--- config.mk ---
export PLATFORM = sky130hd
export DESIGN_NAME = hazard_pool_controller
export DESIGN_NICKNAME = d
export VERILOG_FILES = /design/src/rtl/hazard_pool_controller.sv
export SDC_FILE = /design/constraint.sdc
export NUM_CORES = 1
export LEC_CHECK = 0
export CELL_PAD_IN_SITES_DETAIL_PLACEMENT = 1
export CELL_PAD_IN_SITES_GLOBAL_PLACEMENT = 2
export CORE_UTILIZATION = 10
export DETAILED_ROUTE_END_ITERATION = 8
export GPL_TIMING_DRIVEN = 0
export HOLD_SLACK_MARGIN = 0.03
export PLACE_DENSITY_LB_ADDON = 0.08
export SYNTH_ARGS = -nofsm -noshare
export SYNTH_HDL_FRONTEND = slang
export SYNTH_SLANG_ARGS = --single-unit
--- constraint.sdc ---
create_clock -name Clk -period 5.61 [get_ports Clk]
set_clock_uncertainty 0.1 [all_clocks]
set_input_delay 1.122 -clock Clk [delete_from_list [all_inputs] [get_ports Clk]]
set_output_delay 1.122 -clock Clk [all_outputs]
set_load 0.01 [all_outputs]
--- src/rtl/hazard_pool_controller.sv ---
// hazard_pool_controller
// Lethal-pool controller: checks both player boxes against a fixed pool table
// and runs a per-player ALIVE -> SINKING -> DEAD state machine.
// Build option: define HAZARD_GRACE_EN to enable the frame-gated grace period.
// Without it the legacy behaviour applies: any lethal overlap on any cycle
// kills the player, and frame_tick is ignored.
module hazard_pool_controller #(
    parameter int         POOL_COUNT             = 3,
    parameter shortint    POOL_X    [POOL_COUNT] = '{296, 424, 392},
    parameter shortint    POOL_Y    [POOL_COUNT] = '{463, 463, 366},
    parameter logic [1:0] POOL_TYPE [POOL_COUNT] = '{2'd0, 2'd1, 2'd2},
    parameter int         POOL_W                 = 80,
    parameter int         POOL_H                 = 5,
    parameter int         GRACE_FRAMES           = 2,
    localparam int        KW = (POOL_COUNT > 1) ? $clog2(POOL_COUNT) : 1
) (
    input  logic               Clk,
    input  logic               Reset,
    input  logic               frame_tick,
    input  logic               level_restart,
    input  logic               freeze,
    input  logic signed [15:0] player1_top,
    input  logic signed [15:0] player1_bottom,
    input  logic signed [15:0] player1_left,
    input  logic signed [15:0] player1_right,
    input  logic signed [15:0] player2_top,
    input  logic signed [15:0] player2_bottom,
    input  logic signed [15:0] player2_left,
    input  logic signed [15:0] player2_right,
    output logic [1:0]         player_dead,
    output logic [1:0]         dead_pulse,
    output logic [1:0]         sinking,
    output logic [2*KW-1:0]    killer_idx,
    output logic               any_dead,
    output logic [3:0]         state_dbg
);

    typedef enum logic [1:0] {
        ST_ALIVE   = 2'd0,
        ST_SINKING = 2'd1,
        ST_DEAD    = 2'd2
    } state_t;

    state_t        state_q  [2];
    state_t        state_d  [2];
    logic [KW-1:0] killer_q [2];
    logic [KW-1:0] killer_d [2];
    logic [1:0]    pulse_q;
    logic [1:0]    pulse_d;
`ifdef HAZARD_GRACE_EN
    logic [3:0]    cnt_q    [2];
    logic [3:0]    cnt_d    [2];
`else
    logic          unused_tick;
    localparam int unused_grace = GRACE_FRAMES;
    assign unused_tick = frame_tick;
`endif

    logic signed [15:0] box_top   [2];
    logic signed [15:0] box_bottom[2];
    logic signed [15:0] box_left  [2];
    logic signed [15:0] box_right [2];
    logic [1:0]         hit;
    logic [KW-1:0]      first     [2];

    assign box_top[0]    = player1_top;
    assign box_bottom[0] = player1_bottom;
    assign box_left[0]   = player1_left;
    assign box_right[0]  = player1_right;
    assign box_top[1]    = player2_top;
    assign box_bottom[1] = player2_bottom;
    assign box_left[1]   = player2_left;
    assign box_right[1]  = player2_right;

    // 17-bit signed overlap test; pool far edges are widened before the add so
    // pools near the top of the coordinate range cannot wrap negative.
    function automatic logic pool_lethal(input int p, input int i,
                                         input logic signed [15:0] t,
                                         input logic signed [15:0] b,
                                         input logic signed [15:0] l,
                                         input logic signed [15:0] r);
        logic signed [16:0] x_lo, x_hi, y_lo, y_hi;
        logic signed [16:0] t17, b17, l17, r17;
        logic               ov;
        x_lo = {POOL_X[i][15], POOL_X[i]};
        y_lo = {POOL_Y[i][15], POOL_Y[i]};
        x_hi = x_lo + 17'(POOL_W);
        y_hi = y_lo + 17'(POOL_H);
        t17  = {t[15], t};
        b17  = {b[15], b};
        l17  = {l[15], l};
        r17  = {r[15], r};
        ov   = (r17 > x_lo) && (l17 < x_hi) && (b17 > y_lo) && (t17 < y_hi);
        // Player p (0-based) is immune to pool type p; type 3 is disabled.
        return ov && (POOL_TYPE[i] != 2'd3) && (POOL_TYPE[i] != 2'(p));
    endfunction

    // Per-player hit flag and lowest-index lethal pool (scan high to low so
    // the lowest index is the last writer).
    always_comb begin
        hit      = '0;
        first[0] = '0;
        first[1] = '0;
        for (int p = 0; p < 2; p++) begin
            for (int i = POOL_COUNT - 1; i >= 0; i--) begin
                if (pool_lethal(p, i, box_top[p], box_bottom[p],
                                box_left[p], box_right[p])) begin
                    hit[p]   = 1'b1;
                    first[p] = KW'(i);
                end
            end
        end
    end

    // State registers for both players.
    always_ff @(posedge Clk or negedge Reset) begin
        if (!Reset) begin
            for (int p = 0; p < 2; p++) begin
                state_q[p]  <= ST_ALIVE;
                killer_q[p] <= '0;
`ifdef HAZARD_GRACE_EN
                cnt_q[p]    <= '0;
`endif
            end
            pulse_q <= '0;
        end else begin
            for (int p = 0; p < 2; p++) begin
                state_q[p]  <= state_d[p];
                killer_q[p] <= killer_d[p];
`ifdef HAZARD_GRACE_EN
                cnt_q[p]    <= cnt_d[p];
`endif
            end
            pulse_q <= pulse_d;
        end
    end

    // Next-state logic: restart beats freeze beats normal evaluation.
    always_comb begin
        for (int p = 0; p < 2; p++) begin
            state_d[p]  = state_q[p];
            killer_d[p] = killer_q[p];
`ifdef HAZARD_GRACE_EN
            cnt_d[p]    = cnt_q[p];
`endif
        end
        pulse_d = '0;
        for (int p = 0; p < 2; p++) begin
            if (level_restart) begin
                state_d[p]  = ST_ALIVE;
                killer_d[p] = '0;
`ifdef HAZARD_GRACE_EN
                cnt_d[p]    = '0;
`endif
            end else if (!freeze) begin
`ifdef HAZARD_GRACE_EN
                if (frame_tick) begin
                    case (state_q[p])
                        ST_ALIVE: begin
                            if (hit[p]) begin
                                if (GRACE_FRAMES == 0) begin
                                    state_d[p]  = ST_DEAD;
                                    killer_d[p] = first[p];
                                    pulse_d[p]  = 1'b1;
                                end else begin
                                    state_d[p] = ST_SINKING;
                                    cnt_d[p]   = 4'd1;
                                end
                            end
                        end
                        ST_SINKING: begin
                            if (!hit[p]) begin
                                state_d[p] = ST_ALIVE;
                                cnt_d[p]   = '0;
                            end else if (cnt_q[p] >= 4'(GRACE_FRAMES)) begin
                                state_d[p]  = ST_DEAD;
                                killer_d[p] = first[p];
                                pulse_d[p]  = 1'b1;
                            end else begin
                                cnt_d[p] = cnt_q[p] + 4'd1;
                            end
                        end
                        default: ;
                    endcase
                end
`else
                if (state_q[p] != ST_DEAD && hit[p]) begin
                    state_d[p]  = ST_DEAD;
                    killer_d[p] = first[p];
                    pulse_d[p]  = 1'b1;
                end
`endif
            end
        end
    end

    // Outputs decode registered state only.
    always_comb begin
        for (int p = 0; p < 2; p++) begin
            player_dead[p] = (state_q[p] == ST_DEAD);
`ifdef HAZARD_GRACE_EN
            sinking[p]     = (state_q[p] == ST_SINKING);
`else
            sinking[p]     = 1'b0;
`endif
        end
        dead_pulse = pulse_q;
        killer_idx = {killer_q[1], killer_q[0]};
        any_dead   = |player_dead;
        state_dbg  = {state_q[1], state_q[0]};
    end

endmodule
==> flow_summary.ini, run 1 <==
[outcome]
outcome = finished clean

[clock_network]
path_clk_slew_ns = 0.04
cts_setup_buffers = 0
clock_latency_ns = 0.22
holdBufCountCts = 0
ctsResizeCount = 0
root_buffer = clkbuf_8
cts_tree = done
clock_sinks = 7
ctsLongestPathBuffers = 2
cts_buffers = 3
htree_levels = 1

[timing]
setup_tns_ns = 0
slew_headroom_pct = 52.2
slew_violations = 0
period_share_pct = 57.0
worst_pin_slew_ns = 0.715
grt_setup_unrepaired = no
clock.fmax_mhz = 313
fin_crit_ns = 3.20
hold_viol_final = 0
setup_viol = 0
hold_ws_ns = 0.426

[finish]
final_area_um2 = 2480
layout_common_cells = clkdlybuf4s50_1 (135), a21oi_1 (12)
area_growth_pct = 166
layout-drive-gt1-share_pct = 7.63
fin_util_pct = 27.9
antennaDiodeCount = 0
fillers = 1072
nets = 396
final_common_cell = clkdlybuf4s50_1

[power_and_ir_drop]
ir_drop_v = 0.0000431
powerDensity_nw_per_um2 = 102
p_leak_nw = 0.895

[worst_hold_path]
holdCritPathClass = reg2reg
hp-start = killer_idx[1]
hold_end = killer_idx[1]
holdPathStages = 1

[floorplan]
rows = 34
dieArea_um2 = 9720
ioPinCount = 148
die_x_um = 98.6
core_um2 = 8890
die_h_um = 98.6
start_util_pct = 10.5

[place]
place_area_um2 = 2430
dp_hpwl_mm = 4.60
place.gp.congestion = 0.660
numPortBuffers = 135

[critical_path]
cp.required_ns = 5.61
crit_path_start_kind = input pin
crit_type = in2reg
slowest_delay_ns = 0.72
rrSetupSlack_ns = 3.65
crit_fanout = 3
r2r_end = state_dbg[3]
cp_top_family = compound AO/OA/AOI/OAI gates
path_cells = clkdlybuf4s50_1, nor4_2, o211ai_1, a2111oi_1, nand2_1, a2111oi_1
crit_path_frequent_cell = a2111oi_1
regToRegStartpoint = state_dbg[3]
cp.arrival_ns = 3.20
setup.worst_path.start = player1_left[14]
crit_path_top_delay_cell = a2111oi_1
reg2reg_depth = 4
end_kind = flip-flop
cp_num_buf_inv = 1

[logic_synthesis]
avgSynthCellArea_um2 = 7.84
async_flop_share_pct = 100
ys.warnings.count = 0
synth_cell_type_count = 44
synth-seq-cells = 7
synthFlopType = dfrtp_1
seq_area_frac_synth_pct = 18.8
netlist_instances = 119
synth_edf_count = 0
synth.cell_area_um2 = 933

[drt]
ant_nets = 0
drtIter0Drc = 22
drc_errors = 0
vias_per_cell = 4.24
vias = 1567
drt-pass1-iter-count = 4
drt-wirelength-per-cell_um = 13.3
wirelength_mm = 4.92

[grt]
met2_usage_pct = 17.1
use_met1_pct = 11.9
use_met3_pct = 3.62
grt_pass1_wl_mm = 7.59
grt_max_degree = 8
grt-busiest-layer = met2
globalRoute.totalOverflow = 0
antenna_found_initial = 0
grt_usage_pct = 9.76
grt_pass1_vias = 1589

[job]
cap_violations = 0
[power by group]
part | switching (mW) | internal (mW) | total (mW)
clock network | 0.0214 | 0.0491 | 0.0705
logic | 0.0357 | 0.0941 | 0.130
registers | 0.00105 | 0.0520 | 0.0530
total | 0.0581 | 0.195 | 0.253
[layer usage]
layer,vias up,part of all wire [%]
li1,772,-
met1,712,42
met2,83,47
met3,0,10
met4,0,0
met5,-,0
[synth_stat cells (3+ instances only)]
| cell type | count | area (um2) |
|---|---|---|
| a21oi_1 | 12 | 60.1 |
| buf_4 | 7 | 52.6 |
| dfrtp_1 | 7 | 175 |
| inv_1 | 7 | 26.3 |
| nand2_1 | 7 | 26.3 |
| nor2_1 | 7 | 26.3 |
| or4_1 | 6 | 45.0 |
| nand3_1 | 5 | 25.0 |
| nand4_1 | 4 | 25.0 |
| or3_1 | 4 | 25.0 |
| a211oi_1 | 3 | 22.5 |
| a31oi_1 | 3 | 18.8 |
| a41o_1 | 3 | 30.0 |
| nand4b_1 | 3 | 26.3 |
| nor4_1 | 3 | 18.8 |
| o31ai_1 | 3 | 22.5 |
[cells by family (layout without fill, tap and decap cells)]
family,count (synthesis),in the layout,synth area share (%)
buffers and inverters,14,153,8.45
flip-flops,7,7,18.8
AO/OA/AOI/OAI,46,46,37.5
other,1,5,0.402
AND/OR/NAND/NOR,51,51,34.9
[how the worst max path moves through the flow]
| stage | slack [ns] | cells past startpoint | end |
|---|---|---|---|
| 6_report | 2.41 | 6 | dead_pulse[0] |
| 4_1_cts | 2.35 | 6 | dead_pulse[0] |
| 3_3_place_gp | 2.14 | 6 | dead_pulse[0] |
| 2_1_floorplan | 2.81 | 5 | killer_idx[3] |
| 5_1_grt | 2.16 | 6 | dead_pulse[0] |
| 3_5_place_dp | 2.12 | 6 | dead_pulse[0] |
[cell type report]
type	count	area [um2]	area share [%]
timing repair buffer	135	1350	54.5
multi-input combinational	102	694	28.0
sequential	7	175	7.06
tap	108	135	5.45
buffer	7	52.6	2.12
clock buffer	4	45.0	1.82
inverter	7	26.3	1.06
[stage by stage]
stage / power, mW / setup WS (ns) / cells
floorplan: 0.0791 / 2.81 / 123
global placement: 0.184 / 2.14 / 366
detailed placement: 0.185 / 2.12 / 366
CTS: 0.258 / 2.35 / 370
global route: 0.269 / 2.16 / 370
finish: 0.253 / 2.41 / 370
[worst register-to-register path: stages (launching register included)]
cell     delay (ns)
dfrtp_1        0.40
or4_1          0.56
a21oi_1        0.16
or4b_1         0.47
a31oi_1        0.18
[state kept, by name (all words and copies together) (netlist names)]
| register | count |
|---|---|
| killer_idx | 3 |
| dead_pulse | 2 |
| state_dbg | 2 |
Power figures use the tool's default switching activity.
==> inputs of run 2 (changes only) <==
==> constraint.sdc (replaced) <==
create_clock -name Clk -period 2.9 [get_ports Clk]
set_clock_uncertainty 0.1 [all_clocks]
set_input_delay 0.58 -clock Clk [delete_from_list [all_inputs] [get_ports Clk]]
set_output_delay 0.58 -clock Clk [all_outputs]
set_load 0.01 [all_outputs]
==> run 2 against run 1 <==
First-iteration DRC count down 4.5%. Via count up 0.32%. Setup slack lost 2.2 ns. Register-to-register slack got worse by 2.7 ns. Critical path depth unchanged. Sequential share of layout area barely moved. Wire length hardly changed. Clock-buffer cell count is the same. Non-clock buffer count is the same. Clock power up 93%. Die area unchanged. Largest cell class unchanged. Largest power group unchanged.
==> flow_summary.ini, run 2 (same netlist as run 1, synthesis figures left out) <==
[drt]
drt-pass1-iter-count = 4
vias = 1572
vias_per_cell = 4.25
drc_errors = 0
drt-wirelength-per-cell_um = 13.3
wirelength_mm = 4.92
drtIter0Drc = 21
ant_nets = 0

[clock_network]
cts_setup_buffers = 0
root_buffer = clkbuf_8
ctsLongestPathBuffers = 2
path_clk_slew_ns = 0.04
ctsResizeCount = 0
htree_levels = 1
clock_sinks = 7
clock_latency_ns = 0.22
holdBufCountCts = 0
cts_buffers = 3
cts_tree = done

[finish]
antennaDiodeCount = 0
final_area_um2 = 2480
fillers = 1072
largest_reg_flops = 3
layout_common_cells = clkdlybuf4s50_1 (135), a21oi_1 (12)
seq_area_um2 = 175
nets = 396
area_growth_pct = 166
layout-drive-gt1-share_pct = 8.02
layout.cells.non_filler = 370
final_common_cell = clkdlybuf4s50_1
multi_input_area_um2 = 699

[critical_path]
cp.arrival_ns = 2.64
crit_fanout = 2
end_kind = flip-flop
reg2reg_depth = 4
crit_type = in2reg
cp.required_ns = 2.89
crit_path_start_kind = input pin

[power_and_ir_drop]
power_frac_clock_pct = 27.8
p_comb_share_pct = 51.3
power.internal_mw = 0.378
powerDensity_nw_per_um2 = 197
ir_drop_v = 0.0000838
power_switching_mw = 0.113
p_seq_share_pct = 20.9
swShare_pct = 23.0
p_leak_nw = 0.896

[timing]
setup_viol = 0
period_share_pct = 91.2
clock.fmax_mhz = 378
worst_slack_ns = 0.256
hold_viol_final = 0
hold_ws_ns = 0.426
fin_crit_ns = 2.64
setup_tns_ns = 0
slew_headroom_pct = 62.3
worst_pin_slew_ns = 0.560
slew_violations = 0
grt_setup_unrepaired = no

[grt]
grt_pass1_vias = 1589
grt_max_degree = 8
globalRoute.totalOverflow = 0
grt_usage_pct = 9.76
grt_pass1_wl_mm = 7.59
antenna_found_initial = 0

[job]
cap_violations = 0

[place]
place_area_um2 = 2430
dp_hpwl_mm = 4.60
dp.cells = 366
pre_cts_ws_ns = -0.0523
numPortBuffers = 135
place.gp.congestion = 0.660

[floorplan]
dieArea_um2 = 9720
start_util_pct = 10.5
rows = 34
ioPinCount = 148
die_x_um = 98.6
core_um2 = 8890
die_h_um = 98.6

[outcome]
outcome = finished clean

[worst_hold_path]
holdCritPathClass = reg2reg
holdPathStages = 1
==> run 2: cell counts in the layout (fill, tap and decap cells not counted) <==
Identical to the previous run, type by type.
==> run 2: per-layer routing <==
metal  routed length [um]  vias up  global-route usage (%)
met5                    0        -                       0
met4                    0        0                   0.689
met3                  515        0                    3.62
met2                 2340       83                    17.1
met1                 2070      717                    11.9
li1                     -      772                       -
==> run 2: critical path, cell delays in order <==
cell             delay (ns)
clkdlybuf4s50_1        0.40
or3_1                  0.41
or4_1                  0.50
a311oi_1               0.45
or4b_1                 0.21
a31oi_1                0.08
==> run 2: final cells by class <==
class / count / area share (%)
Timing Repair Buffer: 135 / 54.4
Multi-Input combinational cell: 102 / 28.1
Sequential cell: 7 / 7.05
Tap cell: 108 / 5.44
Buffer: 7 / 2.11
Clock buffer: 4 / 1.81
Inverter: 7 / 1.06
==> run 2: power groups by stage <==
stage	registers, mW	logic [mW]	clock network [mW]
2_1_floorplan	0.105	0.0483	0
3_3_place_gp	0.104	0.252	0
3_5_place_dp	0.104	0.254	0
4_1_cts	0.103	0.255	0.142
5_1_grt	0.103	0.273	0.146
6_report	0.103	0.252	0.136
==> run 2: per-stage QoR <==
step | total power, mW | util, %
global route | 0.521 | 27.9
global placement | 0.356 | 27.4
finish | 0.491 | 27.9
detailed placement | 0.358 | 27.4
CTS | 0.499 | 27.9
floorplan | 0.153 | -
==> run 2: worst paths after layout <==
check | slack, ns | start | end
max | 0.26 | player2_right[0] | state_dbg[3]
min | 0.43 | killer_idx[1] | killer_idx[1]
max reg2reg | 0.94 | state_dbg[3] | state_dbg[3]
min reg2reg | 0.43 | killer_idx[1] | killer_idx[1]
max in group asynchronous | 1.93 | Reset | killer_idx[0]
min in group asynchronous | 0.52 | Reset | state_dbg[1]
